$ cat src/rtl/pcie_fifo_rd_sched.sv
// Read-side burst scheduler: waits for a full burst (or a flushed tail) in the
// FIFO, requests a DMA burst, then pops exactly the granted word count.
module pcie_fifo_rd_sched #(
   parameter int DATA_W    = 128,
   parameter int LEVEL_W   = 13,
   parameter int BURST_LEN = 32,
   parameter int CNT_W     = 16
) (
   input  logic               clk,
   input  logic               rst_n,
   input  logic               enable,
   input  logic               flush,
   input  logic [LEVEL_W-1:0] fifo_rd_water_level,
   input  logic               fifo_rd_empty,
   output logic               fifo_rd_en,
   input  logic [DATA_W-1:0]  fifo_rd_data,
   output logic               dma_req,
   output logic [LEVEL_W-1:0] dma_len,
   input  logic               dma_ack,
   output logic [DATA_W-1:0]  dma_data,
   output logic               dma_valid,
   output logic               dma_last,
   output logic               busy,
   output logic               flush_done,
   output logic [CNT_W-1:0]   burst_count,
   output logic [1:0]         dbg_state
);

   // Handshake: dma_req holds with a stable dma_len until the first cycle
   // dma_ack is seen high; the data side has no backpressure, so dma_valid
   // simply marks each popped word (gaps allowed) and dma_last the final one.
   typedef enum logic [1:0] {IDLE, REQ, XFER, TAIL} state_t;

   localparam logic [LEVEL_W-1:0] BURST_LV = LEVEL_W'(BURST_LEN);

   state_t             state, state_nxt;
   logic [LEVEL_W-1:0] len, len_nxt;
   logic [LEVEL_W-1:0] remain, remain_nxt;
   logic               flush_pend;
   logic               flush_clr;
   logic               pop;

   always_comb begin
      state_nxt  = state;
      len_nxt    = len;
      remain_nxt = remain;
      pop        = 1'b0;
      flush_clr  = 1'b0;
      case (state)
         IDLE: begin
            if ((enable || flush_pend) && fifo_rd_water_level >= BURST_LV) begin
               len_nxt   = BURST_LV;
               state_nxt = REQ;
            end else if (flush_pend && fifo_rd_water_level != '0) begin
               len_nxt   = fifo_rd_water_level;
               state_nxt = REQ;
            end else if (flush_pend && fifo_rd_empty) begin
               flush_clr = 1'b1;
            end
         end
         REQ: begin
            if (dma_ack) begin
               remain_nxt = len;
               state_nxt  = XFER;
            end
         end
         XFER: begin
            // Empty gating only protects against a lagging level; the counter holds.
            if (!fifo_rd_empty) begin
               pop        = 1'b1;
               remain_nxt = remain - 1'b1;
               if (remain == LEVEL_W'(1)) state_nxt = TAIL;
            end
         end
         TAIL:    state_nxt = IDLE;
         default: state_nxt = IDLE;
      endcase
   end

   always_ff @(posedge clk or negedge rst_n) begin
      if (!rst_n) begin
         state       <= IDLE;
         len         <= '0;
         remain      <= '0;
         flush_pend  <= 1'b0;
         dma_valid   <= 1'b0;
         dma_last    <= 1'b0;
         burst_count <= '0;
      end else begin
         state      <= state_nxt;
         len        <= len_nxt;
         remain     <= remain_nxt;
         // A new pulse wins over a clear in the same cycle.
         flush_pend <= flush | (flush_pend & ~flush_clr);
         dma_valid  <= pop;
         dma_last   <= pop && (remain == LEVEL_W'(1));
         if (dma_valid && dma_last) burst_count <= burst_count + 1'b1;
      end
   end

   assign fifo_rd_en = pop;
   assign dma_req    = (state == REQ);
   assign dma_len    = len;
   assign dma_data   = fifo_rd_data;
   assign busy       = (state != IDLE);
   assign flush_done = flush_clr;
   assign dbg_state  = state;

endmodule

$ cat config.mk
export PLATFORM = sky130hd
export DESIGN_NAME = pcie_fifo_rd_sched
export DESIGN_NICKNAME = d
export VERILOG_FILES = /design/src/rtl/pcie_fifo_rd_sched.sv
export SDC_FILE = /design/constraint.sdc
export NUM_CORES = 1
export LEC_CHECK = 0
export CAP_MARGIN = 0
export CORE_AREA = 2 2 121 123
export DETAILED_ROUTE_END_ITERATION = 8
export DIE_AREA = 0 0 123 125
export PLACE_DENSITY_LB_ADDON = 0.12
export SLEW_MARGIN = 20
export SYNTH_ARGS = -nofsm -noshare
export SYNTH_HDL_FRONTEND = slang
export SYNTH_SLANG_ARGS = --single-unit
$ cat constraint.sdc
create_clock -name clk -period 3.85 [get_ports clk]
set_clock_uncertainty 0.2 [all_clocks]
set_input_delay 0.9625 -clock clk [delete_from_list [all_inputs] [get_ports clk]]
set_output_delay 0.9625 -clock clk [all_outputs]
set_load 0.005 [all_outputs]
==> impl_metrics.xml, run 1 <==
<?xml version="1.0" encoding="UTF-8"?>
<metrics>
  <group name="yosys">
    <metric name="ys_async_sr_fraction" unit="">1.00</metric>
    <metric name="synthCells" unit="">341</metric>
    <metric name="syn-mean-instance-area" unit="µm²">9.35</metric>
    <metric name="synth-edff-count" unit="">0</metric>
    <metric name="synth_top_area_share" unit="">0.369</metric>
    <metric name="synth_cell_type_count" unit="">38</metric>
    <metric name="yosys-top-cells-count" unit="">buf_4 (128), dfrtp_1 (47), nor2_1 (18)</metric>
    <metric name="synth-seq-cells" unit="">47</metric>
    <metric name="synthesis.area" unit="µm²">3190</metric>
    <metric name="synthFlopType" unit="">dfrtp_1</metric>
    <metric name="yosysMostFrequentCell" unit="">buf_4</metric>
    <metric name="synthesis.nets" unit="">494</metric>
    <metric name="synthDominantAreaCellType" unit="">dfrtp_1</metric>
    <metric name="seq_area_frac_synth" unit="">0.369</metric>
    <metric name="ys.warnings.count" unit="">0</metric>
    <metric name="yosys-top-cells-area" unit="">dfrtp_1 (37%), buf_4 (30%), xnor2_1 (3.0%)</metric>
  </group>
  <group name="timing">
    <metric name="transition_time_at_the_pin_with_the_least_slew_margin" unit="ns">0.691</metric>
    <metric name="post-route-period-util" unit="">0.974</metric>
    <metric name="final_max_slew_violation_count" unit="">0</metric>
    <metric name="fmaxAchievable" unit="MHz">267</metric>
    <metric name="hold-worst-slack" unit="ns">0.273</metric>
    <metric name="slew_headroom" unit="">0.539</metric>
    <metric name="min_period" unit="ns">3.75</metric>
    <metric name="fin_ws" unit="ns">0.100</metric>
    <metric name="finalSetupViolCount" unit="">0</metric>
    <metric name="grt_setup_unrepaired" unit="">false</metric>
    <metric name="finalHoldViolations" unit="">0</metric>
  </group>
  <group name="grt">
    <metric name="antenna_found_initial" unit="">0</metric>
    <metric name="grt_pass1_wl" unit="µm">10900</metric>
    <metric name="grt_use_met3" unit="">0.0324</metric>
    <metric name="globalRoute.busiestLayer" unit="">met2</metric>
    <metric name="largest_net_degree_at_the_start_of_global_routing" unit="">29</metric>
    <metric name="grt.met2_usage" unit="">0.135</metric>
    <metric name="total_track_usage" unit="">0.0903</metric>
    <metric name="vias_in_the_first_global_route" unit="">2025</metric>
    <metric name="grt_overflow" unit="">0</metric>
    <metric name="use_met1" unit="">0.120</metric>
  </group>
  <group name="cells_and_area">
    <metric name="sequential_cell_area" unit="µm²">1180</metric>
    <metric name="layout.nets" unit="">439</metric>
    <metric name="final-instance-count-excl-fill" unit="">471</metric>
    <metric name="antennaDiodeCount" unit="">0</metric>
    <metric name="synthToLayoutAreaGrowth" unit="%">3.53</metric>
    <metric name="final_design_area_no_fill" unit="µm²">3300</metric>
    <metric name="util_after_layout" unit="">0.232</metric>
    <metric name="multi_input_gate_area" unit="µm²">1020</metric>
    <metric name="n_fill_cell" unit="">1539</metric>
    <metric name="layout-drive-gt1-share" unit="">0.132</metric>
  </group>
  <group name="detailed_routing">
    <metric name="drt-wirelength-per-cell" unit="µm">14.3</metric>
    <metric name="firstDrtPassIters" unit="">4</metric>
    <metric name="final_wirelength" unit="µm">6730</metric>
    <metric name="routed-via-count" unit="">2001</metric>
    <metric name="ant_nets" unit="">0</metric>
    <metric name="first_iter_violations" unit="">60</metric>
    <metric name="vias_per_cell" unit="">4.25</metric>
    <metric name="drc_errors" unit="">0</metric>
  </group>
  <group name="clock_network">
    <metric name="ctsHtreeMaxLevel" unit="">2</metric>
    <metric name="clock_path_buffers" unit="">2</metric>
    <metric name="cts_num_sinks" unit="">47</metric>
    <metric name="clock_transition_time_at_the_flip_flop_clock_pins_of_the_worst_setup_and_hold_paths" unit="ns">0.07</metric>
    <metric name="cts.root.buffer_cell" unit="">clkbuf_16</metric>
    <metric name="cts_tree" unit="">built</metric>
    <metric name="cts-buffers-inserted" unit="">5</metric>
    <metric name="insertion_delay" unit="ns">0.29</metric>
  </group>
  <group name="setup_path">
    <metric name="worstPathCellList" unit="">clkdlybuf4s50_1, or4_4, nor3_4, nand3_1, nor2_1, dlygate4sd2_1</metric>
    <metric name="critical_path.slowest_cell" unit="">or4_4</metric>
    <metric name="worst_ep_required_time" unit="ns">2.69</metric>
    <metric name="critPathTopFamily" unit="">simple AND/OR/NAND/NOR gates</metric>
    <metric name="cp_num_cells" unit="">6</metric>
    <metric name="crit_path_start_kind" unit="">input pin</metric>
    <metric name="timing.critical_path.buf_inv" unit="">2</metric>
    <metric name="timing.critical_path.to_type" unit="">primary output</metric>
    <metric name="worstPathArrival" unit="ns">2.59</metric>
    <metric name="worstRegToRegCells" unit="">18</metric>
    <metric name="path_class" unit="">in -&gt; out</metric>
    <metric name="critical_path.reg2reg.endpoint" unit="">dbg_state[1]$_DFFE_PN0P_</metric>
    <metric name="crit-reg2reg-launch" unit="">dbg_state[0]$_DFFE_PN0P_</metric>
    <metric name="critical-path-max-stage-delay" unit="ns">0.56</metric>
    <metric name="critical_path_peak_fanout" unit="">2</metric>
    <metric name="r2r_setup_slack" unit="ns">0.67</metric>
  </group>
  <group name="placement">
    <metric name="place.detailed.hpwl" unit="µm">4650</metric>
    <metric name="numPlacedInstances" unit="">453</metric>
    <metric name="buffer_ports.inserted" unit="">55</metric>
    <metric name="pre_cts_slack" unit="ns">-0.261</metric>
    <metric name="placedInstanceArea" unit="µm²">3040</metric>
    <metric name="place_congestion" unit="">0.665</metric>
  </group>
  <group name="die">
    <metric name="total_die_area" unit="µm²">15400</metric>
    <metric name="row_count" unit="">44</metric>
    <metric name="core_area" unit="µm²">14200</metric>
    <metric name="num_io_pins" unit="">312</metric>
    <metric name="dieHeight" unit="µm">125</metric>
    <metric name="die-width" unit="µm">123</metric>
    <metric name="initial_utilization" unit="">0.224</metric>
  </group>
  <group name="worst_hold_path">
    <metric name="min_to" unit="">burst_count[15]$_DFFE_PN0P_</metric>
    <metric name="min_from" unit="">burst_count[15]$_DFFE_PN0P_</metric>
    <metric name="hold-path-cell-count" unit="">1</metric>
    <metric name="hold_path_class" unit="">reg -&gt; reg</metric>
  </group>
  <group name="power_and_ir_drop">
    <metric name="clock_power_share" unit="">0.279</metric>
    <metric name="peakVddDrop" unit="V">0.000199</metric>
    <metric name="p_leak" unit="nW">1.39</metric>
    <metric name="p_int" unit="mW">1.20</metric>
    <metric name="power_per_cell_area" unit="nW/µm²">566</metric>
    <metric name="swShare" unit="">0.357</metric>
    <metric name="net-switching-power" unit="mW">0.668</metric>
    <metric name="comb_power_share" unit="">0.361</metric>
    <metric name="seq_power_share" unit="">0.360</metric>
  </group>
  <group name="run_status">
    <metric name="status" unit="">completed</metric>
  </group>
  <group name="run">
    <metric name="maxCapViolations" unit="">0</metric>
  </group>
</metrics>
## power by group through the flow
stage                     Combinational, mW  Clock, mW  Sequential [mW]
final                                 0.675      0.522            0.673
after global routing                  0.769      0.561            0.692
after CTS                             0.687      0.545            0.675
after detailed placement              0.681          0            0.683
after global placement                0.677          0            0.686
after floorplan                       0.567          0            0.660
## layer usage
| metal | part of all wire | up-vias |
|---|---|---|
| li1 | - | 920 |
| met1 | 0.46 | 974 |
| met2 | 0.45 | 83 |
| met3 | 0.068 | 24 |
| met4 | 0.017 | 0 |
| met5 | 0 | - |
## worst max path at each step
stage                                  from    endpoint  slack [ns]
global route         fifo_rd_water_level[5]  flush_done        0.03
global placement    fifo_rd_water_level[11]  flush_done       -0.25
finish               fifo_rd_water_level[5]  flush_done         0.1
detailed placement  fifo_rd_water_level[11]  flush_done       -0.26
CTS                  fifo_rd_water_level[5]  flush_done        0.09
floorplan           fifo_rd_water_level[11]  flush_done        0.69
## flip-flops by register name (all words and copies together) (netlist names)
signal / count
dma_len: 13
remain: 13
dbg_state: 2
dma_last: 1
dma_valid: 1
flush_pend: 1
burst_count: 16
## worst register-to-register path, stage by stage (launching register included)
cell     delay, ns
dfrtp_1       0.41
inv_1         0.08
ha_1          0.25
inv_1         0.16
nor3_4        0.07
buf_4         0.13
buf_4         0.12
buf_4         0.12
buf_4         0.12
buf_4         0.12
buf_4         0.12
buf_4         0.12
buf_4         0.12
buf_4         0.12
buf_4         0.12
buf_4         0.12
a22oi_1       0.27
a21oi_1       0.10
a31o_1        0.19
## layout make-up
cell class                 instances  share of cell area
sequential                        47               0.356
multi-input combinational        152               0.309
timing repair buffer              72               0.204
tap                              184              0.0697
clock buffer                       6              0.0421
clock inverter                     2              0.0106
inverter                           8             0.00910
## placed cells by master, fill, tap and decap left out, drive strengths merged, types with 4 or more instances in the layout
cell type and count:
a21oi 15, a22o 5, and2 7, buf 18, clkbuf 6, clkdlybuf4s50 53
dfrtp 47, ha 6, inv 8, mux2i 4, nand2 11, nand3 11
nand4 5, nor2 18, nor3 6, o21ai 10, o22ai 8, or4 6
xnor2 11, xor2 4
## metrics by stage
step / power, mW / TNS (ns)
floorplan: 1.23 / 0
global placement: 1.36 / -0.249
detailed placement: 1.36 / -0.261
CTS: 1.91 / 0
global route: 2.02 / 0
finish: 1.87 / 0
## cells by family after synthesis
group	Yosys count	synth area share
AOI/OAI and AO/OA	47	0.0950
xor gates and xnor gates	15	0.0412
adders and majority gates	6	0.0235
buffers and inverters	142	0.318
DFF	47	0.369
muxes	5	0.0161
and+or+nand+nor	79	0.137
## timing repair
item | 4_1_cts | 5_1_grt
endpoints found under the setup margin | 1 | 0
setup buffers | 10 | 0
hold buffers | 0 | 0
resized for setup | 4 | 0
No activity file was read; power rests on OpenSTA's default activity.
==> inputs of run 2 (changes only) <==
Settings changed: TNS_END_PERCENT set to 50.
==> results of run 2 <==
The final DEF is identical to that of run 1; final timing and power are the same.
